## config.mk

```make
export PLATFORM = sky130hd
export DESIGN_NAME = vga_timing_gen_flat
export DESIGN_NICKNAME = d
export VERILOG_FILES = /design/src/rtl/vga_timing_gen_if.sv /design/src/rtl/vga_timing_gen.sv /design/src/flat_wrapper.sv
export SDC_FILE = /design/constraint.sdc
export NUM_CORES = 1
export LEC_CHECK = 0
export BUFFER_PORTS_ARGS = -buffer_cell sky130_fd_sc_hd__buf_2
export CELL_PAD_IN_SITES_DETAIL_PLACEMENT = 0
export CELL_PAD_IN_SITES_GLOBAL_PLACEMENT = 1
export CORE_UTILIZATION = 45
export CTS_BUF_LIST = sky130_fd_sc_hd__clkbuf_4
export DETAILED_ROUTE_END_ITERATION = 8
export GPL_ROUTABILITY_DRIVEN = 0
export GPL_TIMING_DRIVEN = 1
export PLACE_DENSITY = 0.85
export SLEW_MARGIN = 20
export SYNTH_ARGS = -nofsm -noshare
export SYNTH_HDL_FRONTEND = slang
export SYNTH_SLANG_ARGS = --single-unit
```

## constraint.sdc

```tcl
create_clock -name clk -period 2.5 [get_ports clk]
set_input_delay 0 -clock clk [delete_from_list [all_inputs] [get_ports clk]]
set_output_delay 0 -clock clk [all_outputs]
set_load 0.01 [all_outputs]
```

## src/rtl/vga_timing_gen_if.sv

```systemverilog
// Raster timing bus from vga_timing_gen to the renderer / colour output stage.
// The generator drives it through the master modport; consumers use slave.
interface vga_timing_gen_if #(
  parameter int CW  = 10,
  parameter int FCW = 16
);
  logic [CW-1:0]  px;
  logic [CW-1:0]  py;
  logic           hsync;
  logic           vsync;
  logic           display_on;
  logic           line_start;
  logic           frame_start;
  logic           vblank_start;
  logic [FCW-1:0] frame_cnt;

  modport master (
    output px, py, hsync, vsync, display_on,
    output line_start, frame_start, vblank_start, frame_cnt
  );

  modport slave (
    input px, py, hsync, vsync, display_on,
    input line_start, frame_start, vblank_start, frame_cnt
  );
endinterface

```

## src/rtl/vga_timing_gen.sv

```systemverilog
// Parametrised VGA/DVI raster timing generator clocked from the system clock
// with a pixel-tick enable; decode register plus PIPE_DLY alignment stages.
module vga_timing_gen #(
  parameter int   CW        = 10,
  parameter int   H_VISIBLE = 640,
  parameter int   H_FP      = 16,
  parameter int   H_SYNC    = 96,
  parameter int   H_BP      = 48,
  parameter int   V_VISIBLE = 480,
  parameter int   V_FP      = 10,
  parameter int   V_SYNC    = 2,
  parameter int   V_BP      = 33,
  parameter logic HS_POL    = 1'b0,
  parameter logic VS_POL    = 1'b0,
  parameter int   PIPE_DLY  = 0,
  parameter int   FCW       = 16
) (
  input  logic            clk,
  input  logic            rst_n,
  input  logic            pix_en,
  vga_timing_gen_if.master vid
);

  localparam int H_TOTAL = H_VISIBLE + H_FP + H_SYNC + H_BP;
  localparam int V_TOTAL = V_VISIBLE + V_FP + V_SYNC + V_BP;

  // One extra bit so boundaries equal to 2^CW compare correctly.
  localparam logic [CW:0] H_VIS = (CW+1)'(H_VISIBLE);
  localparam logic [CW:0] H_SS  = (CW+1)'(H_VISIBLE + H_FP);
  localparam logic [CW:0] H_SE  = (CW+1)'(H_VISIBLE + H_FP + H_SYNC);
  localparam logic [CW:0] H_END = (CW+1)'(H_TOTAL - 1);
  localparam logic [CW:0] V_VIS = (CW+1)'(V_VISIBLE);
  localparam logic [CW:0] V_SS  = (CW+1)'(V_VISIBLE + V_FP);
  localparam logic [CW:0] V_SE  = (CW+1)'(V_VISIBLE + V_FP + V_SYNC);
  localparam logic [CW:0] V_END = (CW+1)'(V_TOTAL - 1);

  typedef struct packed {
    logic [CW-1:0] px;
    logic [CW-1:0] py;
    logic          hs;
    logic          vs;
    logic          de;
    logic          ls;
    logic          fs;
    logic          vb;
  } sample_t;

  localparam sample_t IDLE = '{px: '0, py: '0, hs: ~HS_POL, vs: ~VS_POL,
                               de: 1'b0, ls: 1'b0, fs: 1'b0, vb: 1'b0};

  logic [CW-1:0]  hcount;
  logic [CW-1:0]  vcount;
  logic [FCW-1:0] frame_cnt_q;
  logic [CW:0]    h_ext;
  logic [CW:0]    v_ext;
  logic           load_q;
  sample_t        dec;
  sample_t        pipe [0:PIPE_DLY];
  sample_t        last;

  assign h_ext = {1'b0, hcount};
  assign v_ext = {1'b0, vcount};

  always_ff @(posedge clk) begin
    if (!rst_n) begin
      hcount      <= '0;
      vcount      <= '0;
      frame_cnt_q <= '0;
    end else if (pix_en) begin
      if (h_ext == H_END) begin
        hcount <= '0;
        if (v_ext == V_END) begin
          vcount      <= '0;
          frame_cnt_q <= frame_cnt_q + FCW'(1);
        end else begin
          vcount <= vcount + CW'(1);
        end
      end else begin
        hcount <= hcount + CW'(1);
      end
    end
  end

  always_comb begin
    dec    = IDLE;
    dec.px = hcount;
    dec.py = vcount;
    dec.hs = (h_ext >= H_SS && h_ext < H_SE) ? HS_POL : ~HS_POL;
    dec.vs = (v_ext >= V_SS && v_ext < V_SE) ? VS_POL : ~VS_POL;
    dec.de = (h_ext < H_VIS) && (v_ext < V_VIS);
    dec.ls = (hcount == '0);
    dec.fs = (hcount == '0) && (vcount == '0);
    dec.vb = (hcount == '0) && (v_ext == V_VIS);
  end

  // Stage 0 is the decode register; the rest only delay it. load_q marks
  // the clk right after an output-stage load, which is when strobes may show.
  always_ff @(posedge clk) begin
    if (!rst_n) begin
      load_q <= 1'b0;
      for (int unsigned i = 0; i <= PIPE_DLY; i++) pipe[i] <= IDLE;
    end else begin
      load_q <= pix_en;
      if (pix_en) begin
        pipe[0] <= dec;
        for (int unsigned i = 1; i <= PIPE_DLY; i++) pipe[i] <= pipe[i-1];
      end
    end
  end

  assign last = pipe[PIPE_DLY];

  assign vid.px           = last.px;
  assign vid.py           = last.py;
  assign vid.hsync        = last.hs;
  assign vid.vsync        = last.vs;
  assign vid.display_on   = last.de;
  assign vid.line_start   = last.ls & load_q;
  assign vid.frame_start  = last.fs & load_q;
  assign vid.vblank_start = last.vb & load_q;
  assign vid.frame_cnt    = frame_cnt_q;

endmodule

```

## src/flat_wrapper.sv

```systemverilog
// flat-port wrapper written by rule: the top's interface ports become plain ports
module vga_timing_gen_flat 
#(
  parameter int   CW        = 10,
  parameter int   H_VISIBLE = 640,
  parameter int   H_FP      = 16,
  parameter int   H_SYNC    = 96,
  parameter int   H_BP      = 48,
  parameter int   V_VISIBLE = 480,
  parameter int   V_FP      = 10,
  parameter int   V_SYNC    = 2,
  parameter int   V_BP      = 33,
  parameter logic HS_POL    = 1'b0,
  parameter logic VS_POL    = 1'b0,
  parameter int   PIPE_DLY  = 0,
  parameter int   FCW       = 16
)
  (clk, rst_n, pix_en, vid_px, vid_py, vid_hsync, vid_vsync, vid_display_on, vid_line_start, vid_frame_start, vid_vblank_start, vid_frame_cnt);
  vga_timing_gen_if #(.CW(CW), .FCW(FCW)) vid_i ();
  input  logic clk;
  input  logic rst_n;
  input  logic pix_en;
  output wire logic [$bits(vid_i.px)-1:0] vid_px;
  output wire logic [$bits(vid_i.py)-1:0] vid_py;
  output wire logic [$bits(vid_i.hsync)-1:0] vid_hsync;
  output wire logic [$bits(vid_i.vsync)-1:0] vid_vsync;
  output wire logic [$bits(vid_i.display_on)-1:0] vid_display_on;
  output wire logic [$bits(vid_i.line_start)-1:0] vid_line_start;
  output wire logic [$bits(vid_i.frame_start)-1:0] vid_frame_start;
  output wire logic [$bits(vid_i.vblank_start)-1:0] vid_vblank_start;
  output wire logic [$bits(vid_i.frame_cnt)-1:0] vid_frame_cnt;
  assign vid_px = vid_i.px;
  assign vid_py = vid_i.py;
  assign vid_hsync = vid_i.hsync;
  assign vid_vsync = vid_i.vsync;
  assign vid_display_on = vid_i.display_on;
  assign vid_line_start = vid_i.line_start;
  assign vid_frame_start = vid_i.frame_start;
  assign vid_vblank_start = vid_i.vblank_start;
  assign vid_frame_cnt = vid_i.frame_cnt;
  vga_timing_gen #(.CW(CW), .H_VISIBLE(H_VISIBLE), .H_FP(H_FP), .H_SYNC(H_SYNC), .H_BP(H_BP), .V_VISIBLE(V_VISIBLE), .V_FP(V_FP), .V_SYNC(V_SYNC), .V_BP(V_BP), .HS_POL(HS_POL), .VS_POL(VS_POL), .PIPE_DLY(PIPE_DLY), .FCW(FCW)) u_core (.clk(clk), .rst_n(rst_n), .pix_en(pix_en), .vid(vid_i));
endmodule
```

==> flow_summary.json <==
{
  "synth_top_family_by_area": "simple AND/OR/NAND/NOR gates",
  "clk-insertion-delay-late_ns": 0.41,
  "synth_compound_area_share_pct": 7.93,
  "final_cell_mix": "buf_2, dfxtp_1, edfxtp_1, and3_1, nor2_1",
  "regArea_um2": 1520,
  "tns_ns": 0,
  "portBuffers": 44,
  "postCtsHoldBufs": 0,
  "dp_hpwl_mm": 4.07,
  "synth.distinct_cells": 39,
  "timing.final.ws_setup_ns": 0.205,
  "synth_ff_type": "dfxtp_1",
  "drtIter0Drc": 184,
  "io_pins": 45,
  "crit_path_end_kind": "register",
  "maxCapViolCount": 0,
  "post_dp_cell_area_um2": 3170,
  "fin_skew_ns": 0.0148,
  "synthesis.nets": 315,
  "antenna_cells": 0,
  "cts_tree": "done",
  "final_nets": 338,
  "fin_total_pwr_mw": 1.88,
  "die_height_um": 84.1,
  "grt_first_pass_wirelength_mm": 10.4,
  "crit_arrival_ns": 2.64,
  "area_growth_syn_to_layout_pct": 9.17,
  "dp.cells": 396,
  "grt_usage_pct": 18.8,
  "syn_area_per_cell_um2": 9.87,
  "leakage_nw": 1.29,
  "max-slew-margin-rel_pct": 67.6,
  "hold_viol": 0,
  "antenna_found_initial": 0,
  "viasPerCell": 5.69,
  "status": "complete, but fails checks",
  "muxShareOfSynthArea_pct": 0.991,
  "finalCritPeriodShare_pct": 91.8,
  "ys_warn_count": 0,
  "grt_pass1_vias": 2063,
  "core_area_um2": 6420,
  "multi_input_area_um2": 1250,
  "wl_per_cell_um": 15.0,
  "finalWirelength_mm": 6.19,
  "fmax_mhz": 436,
  "grt_max_degree": 31,
  "firstDrtPassIters": 6,
  "holdWs_ns": 0.0652,
  "drc": 10,
  "rows": 29,
  "rsz0062_at_grt": "no",
  "min_period_ns": 2.29,
  "stdcell_count": 412,
  "setup_violations": 0,
  "htree_levels": 3,
  "yosysSeqAreaShare_pct": 50.2,
  "initial_core_util_pct": 47.2,
  "die_x_um": 84.1,
  "vdd_ir_drop_max_mv": 0.394,
  "synth_seq_cells": 63,
  "clock_sinks": 63,
  "synth_adder_area_share_pct": 2.06,
  "fin_util_pct": 51.5,
  "syn_inst": 307,
  "nFillCells": 604,
  "cts_buffer_depth": 2,
  "worst-path-max-fanout": 11,
  "fin_area_um2": 3310,
  "violations": "design-rule violations",
  "worst_ep_required_time_ns": 2.85,
  "holdCritPathClass": "primary input to register",
  "synth_xor_area_share_pct": 3.47,
  "mappedNetlistArea_um2": 3030,
  "crit_type": "register to register",
  "final_common_cell": "buf_2",
  "synthArstFlopShare_pct": 0,
  "design.die.area_um2": 7070,
  "numCtsBuffers": 9,
  "clkSlewWorstSetupHoldPaths_ns": 0.11,
  "drv_slew": 0,
  "via_count": 2343,
  "ant_nets": 0,
  "grt_overflow": 0,
  "synth_edf_count": 26,
  "p_per_area_nw_per_um2": 568,
  "layout-drive-gt1-share_pct": 20.6,
  "yosys.area_share.simple_pct": 26.8,
  "tightest_slew_ns": 0.486,
  "root_buffer": "clkbuf_4",
  "dp_slack_ns": 0.0991,
  "start_kind": "register"
}
-- worst paths after layout --
path                                                            start                                     to  slack, ns  cells after the start
worst max-delay path                    u_core.vcount[5]$_SDFFE_PN0P_  u_core.vid.frame_cnt[12]$_SDFFE_PN0P_       0.21                      4
worst min-delay path                                            rst_n  u_core.vid.frame_cnt[13]$_SDFFE_PN0P_       0.07                      3
worst max register to register          u_core.vcount[5]$_SDFFE_PN0P_  u_core.vid.frame_cnt[12]$_SDFFE_PN0P_       0.21                      4
worst min register to register  u_core.vid.frame_cnt[15]$_SDFFE_PN0P_  u_core.vid.frame_cnt[15]$_SDFFE_PN0P_       0.48                      2
-- sequential cells by signal (all words and copies together) (netlist names) --
name	cells
u_core.pipe	26
u_core.load_q	1
u_core.vid.frame_cnt	16
u_core.hcount	10
u_core.vcount	10
-- where the power goes --
| part | switching [mW] | internal, mW | leakage [nW] |
|---|---|---|---|
| logic | 0.0572 | 0.0278 | 0.638 |
| registers | 0.00838 | 1.09 | 0.580 |
| clock network | 0.388 | 0.304 | 0.0700 |
-- timing repair --
item | in CTS | in global routing
resized for setup | 0 | 1
setup buffers | 0 | 0
setup endpoints to repair | 0 | 3
-- layer usage --
metal	routed length [um]	vias up	share of wire [%]	GRT usage, %
li1	-	1164	-	-
met1	3080	1108	50	27.0
met2	2730	62	44	26.9
met3	283	9	4.6	4.55
met4	106	0	1.7	7.52
met5	0	-	0	0
-- cells by family after synthesis --
kind of cell    count (synthesis)
compound gates                 41
xor+xnor                       12
fa+ha+maj                       5
buf+inv                        47
flops                          63
mux                             3
simple gates                  136
-- cell type report --
class | count | area share (%)
clock inverters | 7 | 2.16
inverters | 9 | 1.02
multi-input cells | 197 | 37.9
clock buffers | 9 | 2.04
well taps | 77 | 2.91
flip-flops and latches | 63 | 46.0
repair buffers | 50 | 8.02
-- Yosys cell counts (2+ instances only) --
master	n	area (um2)
dfxtp_1	37	741
edfxtp_1	26	781
and3_1	21	131
buf_4	20	150
nor2_1	20	75.1
or4_1	19	143
a21oi_1	18	90.1
clkbuf_1	16	60.1
nand3_1	15	75.1
nand2_1	14	52.6
o31ai_1	13	97.6
inv_1	9	33.8
nand4_1	8	50.1
o21ai_0	7	35.0
or3_1	6	37.5
xnor2_1	6	52.6
xor2_1	6	52.6
ha_1	5	62.6
nor4_1	5	31.3
and2_1	4	25.0
and4_1	4	35.0
nand2b_1	4	25.0
mux2i_1	3	30.0
nor3_1	3	15.0
nand4b_1	2	17.5
nor2b_1	2	12.5
or4_4	2	22.5
-- worst max-delay path, stage by stage (launching register included) --
cell,delay [ns]
dfxtp_1,0.38
or4_4,0.59
or4_4,0.62
or4_1,0.49
a21oi_1,0.14
Note: power is estimated with default switching activity, not from simulation.
